File: config.mk
export PLATFORM = sky130hd
export DESIGN_NAME = switch_command_receiver
export DESIGN_NICKNAME = d
export VERILOG_FILES = /design/src/rtl/frogger_pkg.sv /design/src/rtl/switch_debouncer.sv /design/src/rtl/switch_command_receiver.sv
export SDC_FILE = /design/constraint.sdc
export NUM_CORES = 1
export LEC_CHECK = 0
export ABC_AREA = 1
export ABC_CLOCK_PERIOD_IN_PS = 2100
export CORE_MARGIN = 8
export CORE_UTILIZATION = 40
export CTS_CLUSTER_DIAMETER = 50
export DETAILED_ROUTE_END_ITERATION = 7
export PLACE_DENSITY = 0.52
export SLEW_MARGIN = 40
export SYNTH_ARGS = -nofsm -noshare
export SYNTH_HDL_FRONTEND = slang
export SYNTH_HIERARCHICAL = 1
export SYNTH_SLANG_ARGS = --single-unit
export TNS_END_PERCENT = 20
File: constraint.sdc
create_clock -name clk -period 2.1 [get_ports clk]
set_input_delay 0.525 -clock clk [delete_from_list [all_inputs] [get_ports clk]]
set_output_delay 0.525 -clock clk [all_outputs]
set_load 0.02 [all_outputs]
File: src/rtl/frogger_pkg.sv
// Shared definitions for the frogger switch path: direction indices,
// command-FSM state encodings and the move priority helper.
`timescale 1ns/1ps
package frogger_pkg;

    // Bit positions of each direction in the 4-bit switch/move vectors.
    localparam int DIR_UP    = 0;
    localparam int DIR_DOWN  = 1;
    localparam int DIR_LEFT  = 2;
    localparam int DIR_RIGHT = 3;

    // Command FSM state encodings.
    localparam logic [1:0] IDLE       = 2'd0;
    localparam logic [1:0] HELD       = 2'd1;
    localparam logic [1:0] CHORD_WAIT = 2'd2;
    localparam logic [1:0] LOCKOUT    = 2'd3;

    // Keep only the highest-priority request: up > down > left > right.
    function automatic logic [3:0] priority_pick(input logic [3:0] req);
        logic [3:0] pick;
        pick = 4'b0000;
        if (req[DIR_UP])         pick[DIR_UP]    = 1'b1;
        else if (req[DIR_DOWN])  pick[DIR_DOWN]  = 1'b1;
        else if (req[DIR_LEFT])  pick[DIR_LEFT]  = 1'b1;
        else if (req[DIR_RIGHT]) pick[DIR_RIGHT] = 1'b1;
        return pick;
    endfunction

endpackage

File: src/rtl/switch_debouncer.sv
// One raw switch: 2-FF synchroniser followed by a consecutive-sample
// debouncer. The stable level only changes after DEBOUNCE_CYCLES
// consecutive synchronised samples disagree with it.
`timescale 1ns/1ps
module switch_debouncer
    import frogger_pkg::*;
#(
    parameter int unsigned DEBOUNCE_CYCLES = 250000,
    parameter int unsigned CNT_W           = 23
) (
    input  logic clk,
    input  logic reset,
    input  logic sw_raw,
    output logic sw_stable
);

    localparam logic [CNT_W-1:0] CNT_LAST = CNT_W'(DEBOUNCE_CYCLES - 1);
    localparam logic [CNT_W-1:0] CNT_ONE  = CNT_W'(1);

    logic             sync1_q;
    logic             sync2_q;
    logic             stable_q;
    logic             stable_d;
    logic [CNT_W-1:0] cnt_q;
    logic [CNT_W-1:0] cnt_d;

    // Count consecutive samples that disagree with the stable level; accept
    // the new level on the last one. The counter never passes CNT_LAST.
    always_comb begin
        stable_d = stable_q;
        cnt_d    = cnt_q;
        if (sync2_q == stable_q) begin
            cnt_d = '0;
        end else if (cnt_q >= CNT_LAST) begin
            stable_d = sync2_q;
            cnt_d    = '0;
        end else begin
            cnt_d = cnt_q + CNT_ONE;
        end
    end

    // Synchroniser, counter and stable level registers.
    always_ff @(posedge clk or posedge reset) begin
        if (reset) begin
            sync1_q  <= 1'b0;
            sync2_q  <= 1'b0;
            stable_q <= 1'b0;
            cnt_q    <= '0;
        end else begin
            sync1_q  <= sw_raw;
            sync2_q  <= sync1_q;
            stable_q <= stable_d;
            cnt_q    <= cnt_d;
        end
    end

    assign sw_stable = stable_q;

endmodule

File: src/rtl/switch_command_receiver.sv
// Receive side of the board-switch interface. Debounces the four switches
// and turns stable presses into one-cycle move commands, plus a chord-reset
// request when all four are held long enough.
// Optional feature: define AUTOREPEAT_EN to add auto-repeat of a single
// held direction (REPEAT_DELAY / REPEAT_PERIOD exist only in that build).
`timescale 1ns/1ps
module switch_command_receiver
    import frogger_pkg::*;
#(
    parameter int unsigned DEBOUNCE_CYCLES   = 250000,
    parameter int unsigned CHORD_HOLD_CYCLES = 500000,
`ifdef AUTOREPEAT_EN
    parameter int unsigned REPEAT_DELAY      = 6250000,
    parameter int unsigned REPEAT_PERIOD     = 2500000,
`endif
    parameter int unsigned CNT_W             = 23
) (
    input  logic       clk,
    input  logic       reset,
    input  logic       switch1,
    input  logic       switch2,
    input  logic       switch3,
    input  logic       switch4,
    output logic       move_up,
    output logic       move_down,
    output logic       move_left,
    output logic       move_right,
    output logic       chord_reset,
    output logic [3:0] sw_stable
);

    localparam logic [CNT_W-1:0] CHORD_LAST = CNT_W'(CHORD_HOLD_CYCLES - 1);
    localparam logic [CNT_W-1:0] CNT_ONE    = CNT_W'(1);

    logic [3:0]       sw_raw;
    logic [3:0]       stable_w;
    logic [3:0]       stable_prev_q;
    logic [3:0]       press;
    logic             all_high;
    logic             none_high;
    logic [1:0]       state_q;
    logic [1:0]       state_d;
    logic [3:0]       move_q;
    logic [3:0]       move_d;
    logic             chord_q;
    logic             chord_d;
    logic [CNT_W-1:0] chord_cnt_q;
    logic [CNT_W-1:0] chord_cnt_d;
    logic             rep_fire;

    assign sw_raw = {switch4, switch3, switch2, switch1};

    genvar gi;
    generate
        for (gi = 0; gi < 4; gi++) begin : g_deb
            switch_debouncer #(
                .DEBOUNCE_CYCLES(DEBOUNCE_CYCLES),
                .CNT_W          (CNT_W)
            ) u_deb (
                .clk      (clk),
                .reset    (reset),
                .sw_raw   (sw_raw[gi]),
                .sw_stable(stable_w[gi])
            );
        end
    endgenerate

    // A press is a 0->1 change of a debounced level.
    assign press     = stable_w & ~stable_prev_q;
    assign all_high  = &stable_w;
    assign none_high = ~|stable_w;

`ifdef AUTOREPEAT_EN
    localparam logic [CNT_W-1:0] REP_DELAY_LAST  = CNT_W'(REPEAT_DELAY - 1);
    localparam logic [CNT_W-1:0] REP_PERIOD_LAST = CNT_W'(REPEAT_PERIOD - 1);

    logic             stable_changed;
    logic [CNT_W-1:0] rep_cnt_q;
    logic [CNT_W-1:0] rep_cnt_d;
    logic             rep_after_first_q;
    logic             rep_after_first_d;

    assign stable_changed = (stable_w != stable_prev_q);

    // Repeat timer: runs only while exactly one switch is held in HELD and
    // restarts on any level change; first gap is the delay, then the period.
    always_comb begin
        rep_fire          = 1'b0;
        rep_cnt_d         = rep_cnt_q;
        rep_after_first_d = rep_after_first_q;
        if (stable_changed || (state_q != HELD) || !$onehot(stable_w)) begin
            rep_cnt_d         = '0;
            rep_after_first_d = 1'b0;
        end else if (rep_after_first_q ? (rep_cnt_q >= REP_PERIOD_LAST)
                                       : (rep_cnt_q >= REP_DELAY_LAST)) begin
            rep_fire          = 1'b1;
            rep_cnt_d         = '0;
            rep_after_first_d = 1'b1;
        end else if (rep_cnt_q != '1) begin
            rep_cnt_d = rep_cnt_q + CNT_ONE;
        end
    end

    // Repeat timer registers.
    always_ff @(posedge clk or posedge reset) begin
        if (reset) begin
            rep_cnt_q         <= '0;
            rep_after_first_q <= 1'b0;
        end else begin
            rep_cnt_q         <= rep_cnt_d;
            rep_after_first_q <= rep_after_first_d;
        end
    end
`else
    assign rep_fire = 1'b0;
`endif

    // Chord timer: counts consecutive cycles with all four stable-high,
    // held at zero during lockout so a long hold cannot re-trigger.
    always_comb begin
        chord_cnt_d = chord_cnt_q;
        if (!all_high || (state_q == LOCKOUT)) begin
            chord_cnt_d = '0;
        end else if (chord_cnt_q != '1) begin
            chord_cnt_d = chord_cnt_q + CNT_ONE;
        end
    end

    // Command FSM: decides the next state and the pulses to register.
    always_comb begin
        state_d = state_q;
        move_d  = 4'b0000;
        chord_d = 1'b0;
        case (state_q)
            IDLE: begin
                if (all_high) begin
                    state_d = CHORD_WAIT;
                end else if (|press) begin
                    move_d  = priority_pick(press);
                    state_d = HELD;
                end else if (!none_high) begin
                    state_d = HELD;
                end
            end
            HELD: begin
                if (all_high) begin
                    // The switch completing a chord never moves the frog.
                    state_d = CHORD_WAIT;
                end else if (none_high) begin
                    state_d = IDLE;
                end else if (|press) begin
                    move_d = priority_pick(press);
                end else if (rep_fire) begin
                    move_d = stable_w;
                end
            end
            CHORD_WAIT: begin
                if (!all_high) begin
                    state_d = none_high ? IDLE : HELD;
                end else if (chord_cnt_q >= CHORD_LAST) begin
                    chord_d = 1'b1;
                    state_d = LOCKOUT;
                end
            end
            LOCKOUT: begin
                if (none_high) begin
                    state_d = IDLE;
                end
            end
            default: state_d = IDLE;
        endcase
    end

    // State, edge history, chord timer and registered output pulses.
    always_ff @(posedge clk or posedge reset) begin
        if (reset) begin
            state_q       <= IDLE;
            stable_prev_q <= 4'b0000;
            chord_cnt_q   <= '0;
            move_q        <= 4'b0000;
            chord_q       <= 1'b0;
        end else begin
            state_q       <= state_d;
            stable_prev_q <= stable_w;
            chord_cnt_q   <= chord_cnt_d;
            move_q        <= move_d;
            chord_q       <= chord_d;
        end
    end

    assign move_up     = move_q[DIR_UP];
    assign move_down   = move_q[DIR_DOWN];
    assign move_left   = move_q[DIR_LEFT];
    assign move_right  = move_q[DIR_RIGHT];
    assign chord_reset = chord_q;
    assign sw_stable   = stable_w;

endmodule
==> run metrics <==
drt total wl=15,200 µm; synth top area cells=dfrtp_1 (46%), nand2_1 (10%), nor2_1 (7.7%), xor2_1 (5.7%), inv_1 (5.0%); Initial Utilization=0.406; Clock Path Buffers=2; H-Tree Depth=4; I/O pin cnt=15; Power Dens Cells=701 nW/µm²; layout cells sized above 1=0.154; CTS sink count=138; post-synthesis sequential area ratio=0.458; Site Rows=50; Synth Cell Area=7540 µm²; type of the worst setup path=reg2out; fin area=8600 µm²; largest net degree at the start of global routing=35; clock latency on the worst-skew pair=0.42 ns; fmax=492 MHz; Pleak=3.69 nW; vias in the first global route=5,486; routability cong.=0.843; most frequent cells in the layout=nand2_1 (208), nor2_1 (155), dfrtp_1 (136); CTS tree=built; Clock Tree Root=clkbuf_16; number of vias in the routed layout=5,639; via/cell ratio=4.60; Chip Height=153 µm; cell accounting for the most synthesized area=dfrtp_1; Final Hold Fails=0; CP Launch Type=flop; RSZ-0062 raised after global routing=no; maximum VDD drop=0.768 mV; Final ANT Viol Nets=0; cell count after synthesis=930; TNS Setup=0 ns; number of diodes=0; drt initial violations=268; DR WL/cell=12.4 µm; nets=991; worst path cell trace=clkdlybuf4s50_1; CP required=1.57 ns; post-synth top area share=0.458; FF+latch count, synth=138; Hold Crit Class=reg2reg; Mean Syn Cell Area=8.10 µm²; Reg area=3460 µm²; Ys Warns=6; CTS buffer count=17; Total Routing Usage GR=0.139; final slew viol count=0; die span in x=153 µm; die area=23,500 µm²; Buf+Inv Stages, Crit Path=1; grt ovf=0; status=finished clean; slowest stage cell, crit path=clkdlybuf4s50_1; fin crit share=0.967; worst stage delay on the critical path=0.64 ns; max cap viols=0; DP Wirelength=11,100 µm; clk_skew=0.00645 ns; Crit path max-delay family=buffers and inverters; initial antenna violation count=0; Multi-input gate area=3590 µm²; Final Critical Period=2.03 ns; Unique masters post-synth=34; Area Overhead vs Synth=14.1%; most common cell after layout, fill and taps aside=nand2_1; DRC Markers=0; CP Capture Type=primary output; fillers=1,836; first-pass GRT wire length=26,700 µm; 1st-pass router iterations=4; IO Port Bufs=14; area of placed instances=7980 µm²; Reg clk slew, reported paths=0.06 ns; Finish-stage setup viols=0; WP data arrival=1.51 ns; core area=18,600 µm²; Max FO, Critical Path=7
## registers in the layout, summed over array words and instances, names as in the netlist
| signal | flops |
|---|---|
| chord_cnt_q | 23 |
| chord_reset | 1 |
| g_deb.u_deb/cnt_q | 92 |
| g_deb.u_deb/sw_stable | 4 |
| g_deb.u_deb/sync1_q | 4 |
| g_deb.u_deb/sync2_q | 4 |
| move_q | 4 |
| stable_prev_q | 4 |
| state_q | 2 |
## cells by family after synthesis
group,count (synthesis),share of synthesized area
adders and majority gates,5,0.00830
AOI/OAI and AO/OA,29,0.0234
xor gates and xnor gates,59,0.0686
DFF,138,0.458
other,4,0.00199
buffers and inverters,124,0.0730
and+or+nand+nor,571,0.367
## report_power, final
group          internal [W]  total (W)  switching (W)
logic             0.0000586   0.000190       0.000131
registers           0.00271    0.00274      0.0000339
clock network       0.00191    0.00309        0.00118
total               0.00468    0.00602        0.00135
## cell type report
type | instances | share of cell area
Inverter | 117 | 0.0512
Timing Repair Buffer | 22 | 0.0234
Sequential cell | 138 | 0.402
Multi-Input combinational cell | 684 | 0.418
Clock buffer | 19 | 0.0515
Tap cell | 234 | 0.0341
Clock inverter | 13 | 0.0199
## routing by layer
metal / GRT usage / wire, µm / vias to the layer above
li1: - / - / 2989
met1: 0.195 / 7940 / 2575
met2: 0.203 / 6550 / 56
met3: 0.0378 / 460 / 19
met4: 0.0448 / 227 / 0
met5: 0 / 0 / -
## per-stage QoR
stage | power, W | instances | hold WS, ns | setup WS [ns] | utilization
6_report | 0.00602 | 1227 | 0.355 | 0.0686 | 0.463
3_3_place_gp | 0.00299 | 1195 | 0.335 | 0.290 | 0.429
3_5_place_dp | 0.00299 | 1195 | 0.335 | 0.242 | 0.429
5_1_grt | 0.00626 | 1227 | 0.359 | 0.000258 | 0.463
4_1_cts | 0.00612 | 1227 | 0.360 | 0.0199 | 0.463
2_1_floorplan | 0.00291 | 946 | 0.331 | 0.575 | -
## cells in the mapped netlist
| cell | number |
|---|---|
| dfrtp_1 | 138 |
| buf_6 | 2 |
| nor2_2 | 47 |
| nor2_1 | 155 |
| clkinv_2 | 1 |
| nor3_1 | 17 |
| nand4_1 | 23 |
| inv_1 | 101 |
| inv_2 | 15 |
| xnor2_1 | 10 |
| nor3_4 | 4 |
| xor2_1 | 49 |
| conb_1 | 4 |
| nor2b_1 | 1 |
| buf_12 | 4 |
| o21ai_0 | 12 |
| nor4_1 | 1 |
| o2111ai_1 | 1 |
| o31ai_1 | 2 |
| a21oi_1 | 6 |
| nand2_1 | 208 |
| nand2_2 | 10 |
| nor2_4 | 14 |
| o21bai_1 | 4 |
| ha_1 | 5 |
| buf_4 | 1 |
| o21ai_2 | 2 |
| a21boi_0 | 2 |
| nand3_1 | 72 |
| nand3b_4 | 1 |
| nand3_4 | 4 |
| or2_2 | 3 |
| nand3_2 | 6 |
| nor3_2 | 5 |
## path summary, 6_finish.rpt
path | from | depth (start not counted) | to | slack [ns]
worst max register to register | chord_cnt_q[0]$_DFFE_PP0P_ | 8 | chord_cnt_q[1]$_DFFE_PP0P_ | 0.26
worst max-delay path | g_deb[3].u_deb/sw_stable$_DFFE_PP0P_ | 1 | sw_stable[3] | 0.07
worst min-delay path | g_deb[3].u_deb/sync1_q$_DFF_PP0_ | 0 | g_deb[3].u_deb/sync2_q$_DFF_PP0_ | 0.36
min in group asynchronous | reset | 3 | g_deb[2].u_deb/cnt_q[5]$_DFF_PP0_ | 0.58
max in group asynchronous | reset | 3 | chord_cnt_q[22]$_DFFE_PP0P_ | 1.13
worst min register to register | g_deb[3].u_deb/sync1_q$_DFF_PP0_ | 0 | g_deb[3].u_deb/sync2_q$_DFF_PP0_ | 0.36
## what timing repair did
| item | in CTS | in global routing |
|---|---|---|
| setup endpoints to repair | 3 | 1 |
| buffers inserted | 0 | 0 |
| hold buffers | 0 | 0 |
| gates resized for setup | 3 | 1 |
Power figures use the tool's default switching activity.
